**src/rtl/dcache_write_buffer.sv**
```systemverilog
// Posted-store buffer between the L1 D-cache write/miss port and the data-side AXI master.
// Optional store-to-load forwarding of buffered full-word writes when WBUF_FWD_EN is defined.
module dcache_write_buffer #(
  parameter int unsigned DEPTH = 4,
  parameter int unsigned ADDR_BITS = 32,
  parameter int unsigned DATA_BITS = 32,
  parameter int unsigned TYPE_BITS = 3,
  parameter logic [TYPE_BITS-1:0] CACHE_WORD = TYPE_BITS'(2)
) (
  input  logic                              clk,
  input  logic                              rst,
  input  logic                              d_req,
  input  logic                              d_write,
  input  logic [ADDR_BITS-1:0]              d_addr,
  input  logic [DATA_BITS-1:0]              d_in,
  input  logic [TYPE_BITS-1:0]              d_type,
  output logic [DATA_BITS-1:0]              d_out,
  output logic                              d_wait,
  output logic                              m_read,
  output logic                              m_write,
  output logic [ADDR_BITS-1:0]              m_addr,
  output logic [DATA_BITS-1:0]              m_data_in,
  output logic [TYPE_BITS-1:0]              m_write_type,
  input  logic [DATA_BITS-1:0]              m_data_out,
  input  logic                              m_stall,
  output logic                              wb_empty,
  output logic [$clog2(DEPTH):0]            wb_count
);
  localparam int unsigned PTR_BITS = $clog2(DEPTH);
  localparam int unsigned CNT_BITS = PTR_BITS + 1;

  typedef enum logic [1:0] {IDLE, DRAIN, READ} state_t;
  state_t state;

  logic [ADDR_BITS-1:0] buf_addr [DEPTH];
  logic [DATA_BITS-1:0] buf_data [DEPTH];
  logic [TYPE_BITS-1:0] buf_type [DEPTH];
  logic [PTR_BITS-1:0]  head, tail;
  logic [CNT_BITS-1:0]  count, count_next;
  logic [ADDR_BITS-1:0] rd_addr;
  logic [TYPE_BITS-1:0] rd_type;
  logic                 has_space, push, pop;
  logic                 fwd_hit;
  logic [DATA_BITS-1:0] fwd_data;

  // Space is judged on the registered count, so a pop cannot free a slot for a same-cycle push.
  assign has_space  = (count < CNT_BITS'(DEPTH));
  assign push       = d_req & d_write & has_space;
  assign pop        = (state == DRAIN) & ~m_stall;
  assign count_next = count + CNT_BITS'(push) - CNT_BITS'(pop);

`ifdef WBUF_FWD_EN
  // Walk oldest to youngest so the last match seen is the youngest buffered write.
  always_comb begin
    logic [PTR_BITS-1:0] idx;
    fwd_hit  = 1'b0;
    fwd_data = '0;
    idx      = '0;
    for (int unsigned k = 0; k < DEPTH; k++) begin
      idx = head + PTR_BITS'(k);
      if ((CNT_BITS'(k) < count) &&
          (buf_addr[idx][ADDR_BITS-1:2] == d_addr[ADDR_BITS-1:2])) begin
        fwd_hit  = (buf_type[idx] == CACHE_WORD);
        fwd_data = buf_data[idx];
      end
    end
    if (!(d_req && !d_write && (state != READ))) begin
      fwd_hit  = 1'b0;
      fwd_data = '0;
    end
  end
`else
  assign fwd_hit  = 1'b0;
  assign fwd_data = '0;
`endif

  always_ff @(posedge clk) begin
    if (push) begin
      buf_addr[tail] <= d_addr;
      buf_data[tail] <= d_in;
      buf_type[tail] <= d_type;
    end
  end

  always_ff @(posedge clk or posedge rst) begin
    if (rst) begin
      state   <= IDLE;
      head    <= '0;
      tail    <= '0;
      count   <= '0;
      rd_addr <= '0;
      rd_type <= '0;
    end else begin
      count <= count_next;
      if (push) tail <= tail + 1'b1;
      if (pop)  head <= head + 1'b1;
      unique case (state)
        IDLE: begin
          if (count != '0) begin
            state <= DRAIN;
          end else if (d_req && !d_write) begin
            rd_addr <= d_addr;
            rd_type <= d_type;
            state   <= READ;
          end
        end
        DRAIN: if (pop && (count_next == '0)) state <= IDLE;
        READ:  if (!m_stall) state <= IDLE;
        default: state <= IDLE;
      endcase
    end
  end

  always_comb begin
    m_read       = 1'b0;
    m_write      = 1'b0;
    m_addr       = '0;
    m_data_in    = '0;
    m_write_type = '0;
    unique case (state)
      DRAIN: begin
        m_write      = 1'b1;
        m_addr       = buf_addr[head];
        m_data_in    = buf_data[head];
        m_write_type = buf_type[head];
      end
      READ: begin
        m_read       = 1'b1;
        m_addr       = rd_addr;
        m_write_type = rd_type;
      end
      default: ;
    endcase
  end

  always_comb begin
    d_wait = 1'b0;
    d_out  = '0;
    if (state == READ) d_out = m_data_out;
    else if (fwd_hit)  d_out = fwd_data;
    if (d_req && !rst) begin
      if (d_write)             d_wait = ~has_space;
      else if (state == READ)  d_wait = m_stall;
      else                     d_wait = ~fwd_hit;
    end
  end

  assign wb_empty = (count == '0) && (state == IDLE);
  assign wb_count = count;

endmodule

```
**config.mk**
```make
export PLATFORM = sky130hd
export DESIGN_NAME = dcache_write_buffer
export DESIGN_NICKNAME = d
export VERILOG_FILES = /design/src/rtl/dcache_write_buffer.sv
export SDC_FILE = /design/constraint.sdc
export NUM_CORES = 1
export LEC_CHECK = 0
export ABC_CLOCK_PERIOD_IN_PS = 6100
export CAP_MARGIN = 0
export CORE_ASPECT_RATIO = 0.75
export CORE_MARGIN = 2
export CORE_UTILIZATION = 35
export DETAILED_ROUTE_END_ITERATION = 10
export PLACE_DENSITY = 0.6
export SLEW_MARGIN = 40
export SYNTH_ARGS = -nofsm -noshare
export SYNTH_HDL_FRONTEND = slang
export SYNTH_SLANG_ARGS = --single-unit
```
**constraint.sdc**
```tcl
create_clock -name clk -period 6.1 [get_ports clk]
set_input_delay 0.61 -clock clk [delete_from_list [all_inputs] [get_ports clk]]
set_output_delay 0.61 -clock clk [all_outputs]
set_load 0.1 [all_outputs]
```
==> flow_metrics.env, run 1 <==
export IMPL_status="finished clean"
export IMPL_vias=6581
export IMPL_skew_ps=14.4
export IMPL_clk_latency_ps=510
export IMPL_viasPerCell=4.88
export IMPL_gr_total_overflow=0
export IMPL_regToRegStartpoint="state[1]"
export IMPL_fin_setup_tns_ps=0
export IMPL_worstPathRequired_ps=5490
export IMPL_worstPathArrival_ps=2930
export IMPL_antenna_found_initial=0
export IMPL_final_cells=1348
export IMPL_n_fill_cell=3131
export IMPL_startpoint_type="register"
export IMPL_ant_nets=0
export IMPL_grt_max_degree=50
export IMPL_worstMarginPinSlew_ps=782
export IMPL_h_tree_depth=2
export IMPL_hp_start="rd_addr[17]"
export IMPL_drv_slew=0
export IMPL_coreArea_mm2=0.0357
export IMPL_post_cts_buffers=0
export IMPL_fin_area_mm2=0.0158
export IMPL_cts_resized=0
export IMPL_dpl_cell_area_mm2=0.0147
export IMPL_fmax_mhz=282
export IMPL_slew_headroom_pct=47.9
export IMPL_yosysSeqAreaShare_pct=72.5
export IMPL_critPathMaxFanout=21
export IMPL_grt_pass1_wl_um=41900
export IMPL_min_period_ps=3540
export IMPL_startpoint="head[0]"
export IMPL_grt_pass1_vias=7080
export IMPL_holdPathStages=1
export IMPL_path_class="register to output pin"
export IMPL_cts_hold_buffers=0
export IMPL_drive_above_1_share_pct=30.1
export IMPL_cp_cell_sequence="buf_12 > buf_4 > mux4_1 > a22oi_1 > nor2b_1 > buf_2"
export IMPL_place_inst=1288
export IMPL_finalHoldViolations=0
export IMPL_clock_path_buffers=3
export IMPL_multi_input_area_mm2=0.00319
export IMPL_cpPeakStageDelay_ps=670
export IMPL_synth_ff_latch_count=312
export IMPL_rsz0062_at_grt="no"
export IMPL_postSynthCellCount=638
export IMPL_setup_viol=0
export IMPL_cts_sinks=312
export IMPL_hold_path_class="register to register"
export IMPL_min_period_over_period_pct=58.1
export IMPL_clk_pin_slew_ps=60
export IMPL_cts_root_buffer="clkbuf_16"
export IMPL_ios=210
export IMPL_grt_use_total_pct=14.7
export IMPL_drt_pass1_iter_count=4
export IMPL_dieArea_mm2=0.0376
export IMPL_start_util_pct=35.4
export IMPL_hpwl_um=16600
export IMPL_syn_avg_cell_area_um2=19.8
export IMPL_netlist_area_mm2=0.0126
export IMPL_fin_nets=974
export IMPL_die_y_um=168
export IMPL_regArea_mm2=0.00916
export IMPL_finalWirelength_um=27300
export IMPL_cts_made_buffers=34
export IMPL_synth_nets=752
export IMPL_irDropWorstVdd_mv=0.303
export IMPL_endpoint_kind="output pin"
export IMPL_antenna_cells=0
export IMPL_maxCapViolations=0
export IMPL_utilization_pct=44.4
export IMPL_ff2ff_setup_slack_ps=2720
export IMPL_holdPathEnd="rd_addr[17]"
export IMPL_routedWlPerCell_um=20.3
export IMPL_port_buffers=209
export IMPL_remaining_drc_errors=0
export IMPL_core_rowCount=60
export IMPL_rr_endpoint="state[0]"
export IMPL_drtIter0Drc=286
export IMPL_area_growth_pct=25.5
export IMPL_routabilityCongestion=0.691
export IMPL_crit_slowest_cell="dfrtp_4"
export IMPL_die_w_um=223
export IMPL_yosys_warnings=0
export IMPL_cts_tree="done"
export IMPL_leakagePower_uw=0.00574
export IMPL_power_density_mw_per_mm2=534
export IMPL_r2r_cells=13
export IMPL_yosysUniqueCellTypes=31
-- cell families after synthesis --
family,Yosys count,share of synthesized area (%)
AOI/OAI and AO/OA,44,2.54
and+or+nand+nor,116,5.66
buffers and inverters,50,2.48
adders and majority gates,10,1.05
DFF,312,72.5
muxes,102,15.4
xor gates and xnor gates,4,0.397
-- per-layer routing --
metal  vias to the layer above  share of wire [%]  global-route usage [%]
met5                         -                  0                       0
met4                         0                1.6                    3.71
met3                        32                5.3                    3.23
met2                       193                 50                    25.2
met1                      3390                 44                    19.0
li1                       2966                  -                       -
-- synth_stat cells --
cell | n | area [µm²]
buf_6 | 7 | 78.8
buf_12 | 4 | 80.1
nor3_2 | 1 | 10.0
xor3_1 | 1 | 23.8
fa_1 | 1 | 20.0
edfxtp_1 | 268 | 8050
nand2_1 | 5 | 18.8
nand3_1 | 1 | 5.00
xnor2_1 | 2 | 17.5
buf_2 | 6 | 30.0
nor2_1 | 2 | 7.51
inv_1 | 12 | 45.0
xor2_1 | 1 | 8.76
nor3_1 | 1 | 5.00
o31ai_1 | 1 | 7.51
nand2_4 | 1 | 11.3
mux4_1 | 9 | 236
o21ai_0 | 2 | 10.0
a32o_1 | 1 | 10.0
and2_1 | 68 | 425
nor2b_1 | 37 | 231
clkbuf_1 | 21 | 78.8
mux2_1 | 7 | 78.8
a21oi_1 | 2 | 10.0
mux2_2 | 28 | 315
mux4_2 | 58 | 1310
ha_1 | 9 | 113
a22oi_1 | 35 | 263
dfrtp_1 | 44 | 1100
a21o_1 | 1 | 7.51
a31oi_1 | 2 | 12.5
-- flip-flops by register name, summed over array words and instances (netlist names) --
signal	flops
buf_addr	128
buf_data	128
state	2
buf_type	12
tail	2
rd_addr	32
rd_type	3
head	2
wb_count	3
-- power breakdown --
part	internal, µW	switching, µW	leakage, µW
Clock	1230	790	0.000546
Sequential	2610	170	0.00297
Combinational	1040	2620	0.00223
-- worst max path at each step --
stage,slack (ps),depth (start not counted),end
floorplan,1840,7,d_wait
global placement,2180,5,m_addr[1]
detailed placement,2290,13,state[0]
CTS,2290,5,m_addr[4]
global route,2280,6,m_addr[24]
finish,2560,6,m_addr[8]
-- placed cells by master, fill, tap and decap left out, types with 4 or more instances in the layout --
cell,count
clkbuf_1,5
edfxtp_1,268
clkinv_2,6
buf_2,106
clkbuf_16,37
nand2_1,5
inv_1,11
buf_4,8
ha_1,7
mux4_1,9
and2_1,64
dfrtp_1,42
a22oi_1,35
mux2_2,28
clkinv_1,6
buf_12,7
mux2_1,7
clkdlybuf4s50_1,103
nor2b_1,37
mux4_2,58
and2_4,4
-- metrics by stage --
stage / worst slack [ps] / total power [µW] / hold slack, ps
6_report: 2560 / 8460 / 499
5_1_grt: 2280 / 8840 / 517
4_1_cts: 2290 / 8560 / 498
3_5_place_dp: 2290 / 6520 / 483
3_3_place_gp: 2180 / 6670 / 475
2_1_floorplan: 1840 / 5840 / 465
-- final cells by class --
| cell class | instances | share of cell area, % |
|---|---|---|
| multi-input combinational | 276 | 20.1 |
| clock buffer | 42 | 5.96 |
| tap | 465 | 3.67 |
| clock inverter | 17 | 1.01 |
| sequential | 312 | 57.8 |
| inverter | 12 | 0.284 |
| timing repair buffer | 224 | 11.1 |
-- critical path: cells and delay by family, from the launching register on --
kind / cells / cell delay [ps]
buf+inv: 3 / 880
flops: 1 / 670
mux: 1 / 590
compound gates: 1 / 170
simple gates: 1 / 90
Note: power is estimated with default switching activity, not from simulation.
==> inputs of run 2 (changes only) <==
- ABC_CLOCK_PERIOD_IN_PS: 6100 -> 3300
- clock period: 6.1 -> 3.3 ns (I/O delays scaled with it)
==> run 2 against run 1 <==
  * Via count grew 1.2%
  * Combinational power grew 110%
  * Global-route usage grew 0.48 points
  * Largest power group unchanged
  * Total power is 95% higher
  * Flip-flop and latch count stayed put
  * Critical path depth decreased by 1
  * Critical endpoint is now m_addr[24]
  * Wire length up 3.5%
==> flow_metrics.env, run 2 (synthesized netlist as in run 1, its figures left out) <==
export IMPL_fin_nets=984
export IMPL_clock_path_buffers=3
export IMPL_cts_resized=0
export IMPL_startpoint_type="register"
export IMPL_cts_tree="done"
export IMPL_viasPerCell=4.89
export IMPL_ant_nets=0
export IMPL_area_growth_pct=32.1
export IMPL_power_density_mw_per_mm2=991
export IMPL_pwr_share_seq_pct=31.4
export IMPL_clock_power_share_pct=22.4
export IMPL_fin_area_mm2=0.0167
export IMPL_drtIter0Drc=318
export IMPL_drive_above_1_share_pct=34.5
export IMPL_rsz0062_at_grt="no"
export IMPL_switchingPower_uw=6840
export IMPL_grt_use_total_pct=15.2
export IMPL_place_ws_ps=284
export IMPL_power_frac_comb_pct=46.2
export IMPL_slew_headroom_pct=54.7
export IMPL_antenna_cells=0
export IMPL_setup_ws_ps=448
export IMPL_r2r_cells=13
export IMPL_min_period_over_period_pct=86.4
export IMPL_intPower_uw=9670
export IMPL_core_rowCount=60
export IMPL_clk_pin_slew_ps=60
export IMPL_start_util_pct=35.4
export IMPL_gr_total_overflow=0
export IMPL_grt_max_degree=71
export IMPL_dieArea_mm2=0.0376
export IMPL_routedWlPerCell_um=20.8
export IMPL_reg_largest_list="buf_addr: 128 flops, buf_data: 128 flops, rd_addr: 32 flops"
export IMPL_leakagePower_uw=0.00591
export IMPL_swShare_pct=41.4
export IMPL_grt_pass1_vias=7012
export IMPL_drv_slew=0
export IMPL_port_buffers=209
export IMPL_remaining_drc_errors=0
export IMPL_grt_pass1_wl_um=42800
export IMPL_finalWirelength_um=28300
export IMPL_worstPathRequired_ps=2970
export IMPL_final_cells=1361
export IMPL_vias=6661
export IMPL_final_common_cell="edfxtp_1"
export IMPL_endpoint_kind="output pin"
export IMPL_min_period_ps=2850
export IMPL_skew_ps=10.2
export IMPL_drt_pass1_iter_count=4
export IMPL_cts_made_buffers=34
export IMPL_setup_viol=0
export IMPL_die_w_um=223
export IMPL_cts_hold_buffers=0
export IMPL_path_class="register to output pin"
export IMPL_maxCapViolations=0
export IMPL_critPathMaxFanout=13
export IMPL_antenna_found_initial=1
export IMPL_routabilityCongestion=0.727
export IMPL_finalHoldViolations=0
export IMPL_ios=210
export IMPL_cts_root_buffer="clkbuf_16"
export IMPL_h_tree_depth=2
export IMPL_dpl_cell_area_mm2=0.0156
export IMPL_clk_latency_ps=510
export IMPL_worstMarginPinSlew_ps=680
export IMPL_coreArea_mm2=0.0357
export IMPL_timing_hold_ws_ps=318
export IMPL_cts_sinks=312
export IMPL_post_cts_buffers=0
export IMPL_die_y_um=168
export IMPL_fmax_mhz=351
export IMPL_hpwl_um=17000
export IMPL_layout_common_cells="edfxtp_1, clkdlybuf4s50_1, buf_4, and2_1, mux4_2"
export IMPL_fin_setup_tns_ps=0
export IMPL_status="finished clean"
export IMPL_irDropWorstVdd_mv=0.718
export IMPL_worstPathArrival_ps=2520
export IMPL_hold_path_class="primary input to async pin"
export IMPL_place_inst=1299
==> run 2: changes by cell type in the layout (fill, tap and decap cells not counted), sizes merged <==
cell,delta
buf,+10
bufinv,-1
clkbuf,+6
clkinv,-2
clkinvlp,+2
inv,-2
==> run 2: final timing paths <==
check	from	end	slack, ps
setup / recovery	head[0]	m_addr[24]	450
hold / removal	rst	rd_addr[30]	320
setup reg to reg	state[1]	state[1]	500
hold reg to reg	rd_addr[22]	rd_addr[22]	490
max in group asynchronous	rst	rd_addr[11]	2400
min in group clk	d_in[11]	buf_data[1][11]	450
==> run 2: layer usage <==
| metal | up-vias | track usage (%) | wire [µm] |
|---|---|---|---|
| met3 | 43 | 4.10 | 1900 |
| li1 | 2991 | - | - |
| met5 | - | 0 | 12 |
| met4 | 2 | 3.88 | 448 |
| met1 | 3417 | 20.5 | 12800 |
| met2 | 208 | 24.3 | 13100 |
==> run 2: layout make-up <==
type                       instances  area, µm²
clock buffer                      48        977
tap                              465        582
inverter                          12       46.3
timing repair buffer             234       2510
fill                            3018      19000
sequential                       312       9160
multi-input combinational        276       3270
clock inverter                    14        116
==> run 2: power groups by stage <==
stage	Combinational [µW]	Clock (µW)	Sequential, µW
floorplan	5720	0	5190
global placement	7710	0	5250
detailed placement	7710	0	5270
CTS	7730	3810	5190
global route	7980	3980	5240
finish	7630	3710	5180
==> run 2: worst max-delay path: stages, from the launching register on <==
cell and delay, ps:
dfrtp_4 610, buf_4 350, mux4_1 580, a22oi_1 180, nor2b_2 90, buf_12 170
==> run 2: metrics by stage <==
step	total power (µW)	util, %
2_1_floorplan	10900	-
3_3_place_gp	13000	43.7
3_5_place_dp	13000	43.7
4_1_cts	16700	46.7
5_1_grt	17200	46.7
6_report	16500	46.7
==> edit (settings of run 2) <==
The option `WBUF_FWD_EN` is turned on by a define.
--- a/src/rtl/dcache_write_buffer.sv
+++ b/src/rtl/dcache_write_buffer.sv
@@ -2,2 +2,4 @@
 // Optional store-to-load forwarding of buffered full-word writes when WBUF_FWD_EN is defined.
+`define WBUF_FWD_EN
+
 module dcache_write_buffer #(
Function: changed (Yosys sat finds a counterexample within 4 cycles, from zero or initial values and one cycle with rst high).
==> edit against run 2 <==
  * Critical path depth increased by 11
  * The flow now finishes with violations (setup timing)
  * Sequential power down 1%
  * Synthesized area up 59%
  * Wire length grew to 2.6 times the old value
  * Worst setup slack got worse by 2.0 ns
  * Highest routed layer unchanged
  * Sequential cell count stayed put
  * Total power is 62% higher
  * Synthesized cell count up 140%
  * Design area rose by 76%
  * Largest cell class is now multi-input combinational cells
==> edit: results (changes against run 2) <==
<table>
<tr><th>Metric</th><th>Value</th></tr>
<tr><th colspan="2">STA</th></tr>
<tr><td>Number of setup violations in the final report</td><td>34 (+34)</td></tr>
<tr><td>Worst path setup slack after routing</td><td>-1.54 ns (-1.99 ns)</td></tr>
<tr><th colspan="2">Global routing</th></tr>
<tr><td>GRT Resource Usage Total</td><td>23.9% (+8.7 points)</td></tr>
<tr><td>Maximum number of pins on one net before global-route repair</td><td>70 (-1.4%)</td></tr>
<tr><td>Antenna violations before repair</td><td>3 (+2)</td></tr>
<tr><td>Met3 capacity usage during global routing</td><td>3.74% (-0.36 points)</td></tr>
<tr><td>Met2 track demand over resource in global routing</td><td>36.8% (+12 points)</td></tr>
<tr><th colspan="2">Drt</th></tr>
<tr><td>Drt wl/cell</td><td>25.4 um (+22%)</td></tr>
<tr><td>Post-DR vias/cell</td><td>5.72 (+17%)</td></tr>
<tr><td>Violation count after the first detailed-route iteration</td><td>1,407 (+340%)</td></tr>
<tr><td>Number of detailed-route iterations in the first pass</td><td>7 (+3)</td></tr>
<tr><th colspan="2">Yosys</th></tr>
<tr><td>Avg Cell Area, Syn</td><td>12.9 um2 (-35%)</td></tr>
<tr><td>Commonest cells in the synthesized netlist</td><td>268 x sky130_fd_sc_hd__edfxtp_1, 149 x sky130_fd_sc_hd__nand2_1, 137 x sky130_fd_sc_hd__mux4_2, 114 x sky130_fd_sc_hd__mux2i_1, 88 x sky130_fd_sc_hd__clkbuf_1</td></tr>
<tr><td>Synthesized-area fraction occupied by xor and xnor cells</td><td>4.71% (+4.3 points)</td></tr>
<tr><td>Post-synthesis compound-gate area fraction</td><td>11.3% (+8.8 points)</td></tr>
<tr><th colspan="2">Layout</th></tr>
<tr><td>Nets</td><td>2,238 (+130%)</td></tr>
<tr><th colspan="2">Placement</th></tr>
<tr><td>Final weighted congestion in routability-driven placement</td><td>0.965 (+33%)</td></tr>
<tr><td>Placed inst area</td><td>26,900 um2 (+73%)</td></tr>
<tr><th colspan="2">Power</th></tr>
<tr><td>Static leakage</td><td>10.9 nW (+84%)</td></tr>
<tr><td>Worst vdd rail ir drop</td><td>898 uV (+25%)</td></tr>
<tr><th colspan="2">Clock network</th></tr>
<tr><td>Insertion delay to the later sink of the worst-skew pair</td><td>0.55 ns (+0.04 ns)</td></tr>
<tr><td>Number of buffers inserted by post-CTS setup repair</td><td>6 (+6)</td></tr>
<tr><th colspan="2">Worst setup path</th></tr>
<tr><td>Minimum setup slack among reg-to-reg paths</td><td>0.27 ns (-0.23 ns)</td></tr>
<tr><td>Maximum net fanout on the critical path</td><td>9 (-4)</td></tr>
<tr><th colspan="2">Run status</th></tr>
<tr><td>Outcome</td><td>finished, violations left</td></tr>
<tr><td>Violations in the final reports</td><td>setup timing</td></tr>
<tr><th colspan="2">Min path</th></tr>
<tr><td>Tightest Hold Check Type</td><td>input port to flip-flop</td></tr>
</table>
## edit: changes by cell type in the layout (fill, tap and decap cells not counted), sizes merged, moves of 48 or more
cell           run 2  this run
a211oi             0        68
xnor2              2        74
nand2              6       149
o21ai              2        78
nor2               2        50
buf              131       557
mux2i              0       114
mux4              67       138
## edit: through the flow
stage               TNS [ns]  setup WS, ns  hold WS (ns)
finish                -50.11         -1.54         0.410
global route          -52.90         -1.65         0.413
CTS                   -47.16         -1.45         0.378
detailed placement    -36.30         -1.23         0.472
global placement      -36.16         -1.22         0.463
floorplan             -32.54        -0.999         0.429
## edit: power breakdown
part           leakage [nW]  internal (mW)  switching [mW]  total [mW]
clock network         0.571           2.35            1.65        4.00
registers              2.96           4.82           0.309        5.13
logic                  7.36           7.62            9.99        17.6
total                  10.9           14.8            11.9        26.7
## edit: worst paths after layout
path	start	to	depth (start not counted)
setup / recovery	head[0]	d_out[1]	16
hold / removal	d_in[8]	buf_data[2][8]	1
setup reg to reg	state[1]	state[1]	14
hold reg to reg	rd_addr[22]	rd_addr[22]	2
max in group asynchronous	rst	head[1]	3
min in group asynchronous	rst	rd_addr[2]	3
## edit: area by class of cell
| class | instances | area (um2) |
|---|---|---|
| antenna | 2 | 5.00 |
| multi-input combinational | 1082 | 11000 |
| clock buffer | 45 | 977 |
| clock inverter | 21 | 186 |
| fill | 4774 | 26900 |
| timing repair buffer | 669 | 7010 |
| inverter | 21 | 80.1 |
| sequential | 312 | 9160 |
| tap | 731 | 915 |
## edit: routing by layer
layer	wire length [um]	vias to the layer above
met3	5400	85
met1	33500	8475
li1	-	7265
met5	16	-
met2	33000	658
met4	1170	2
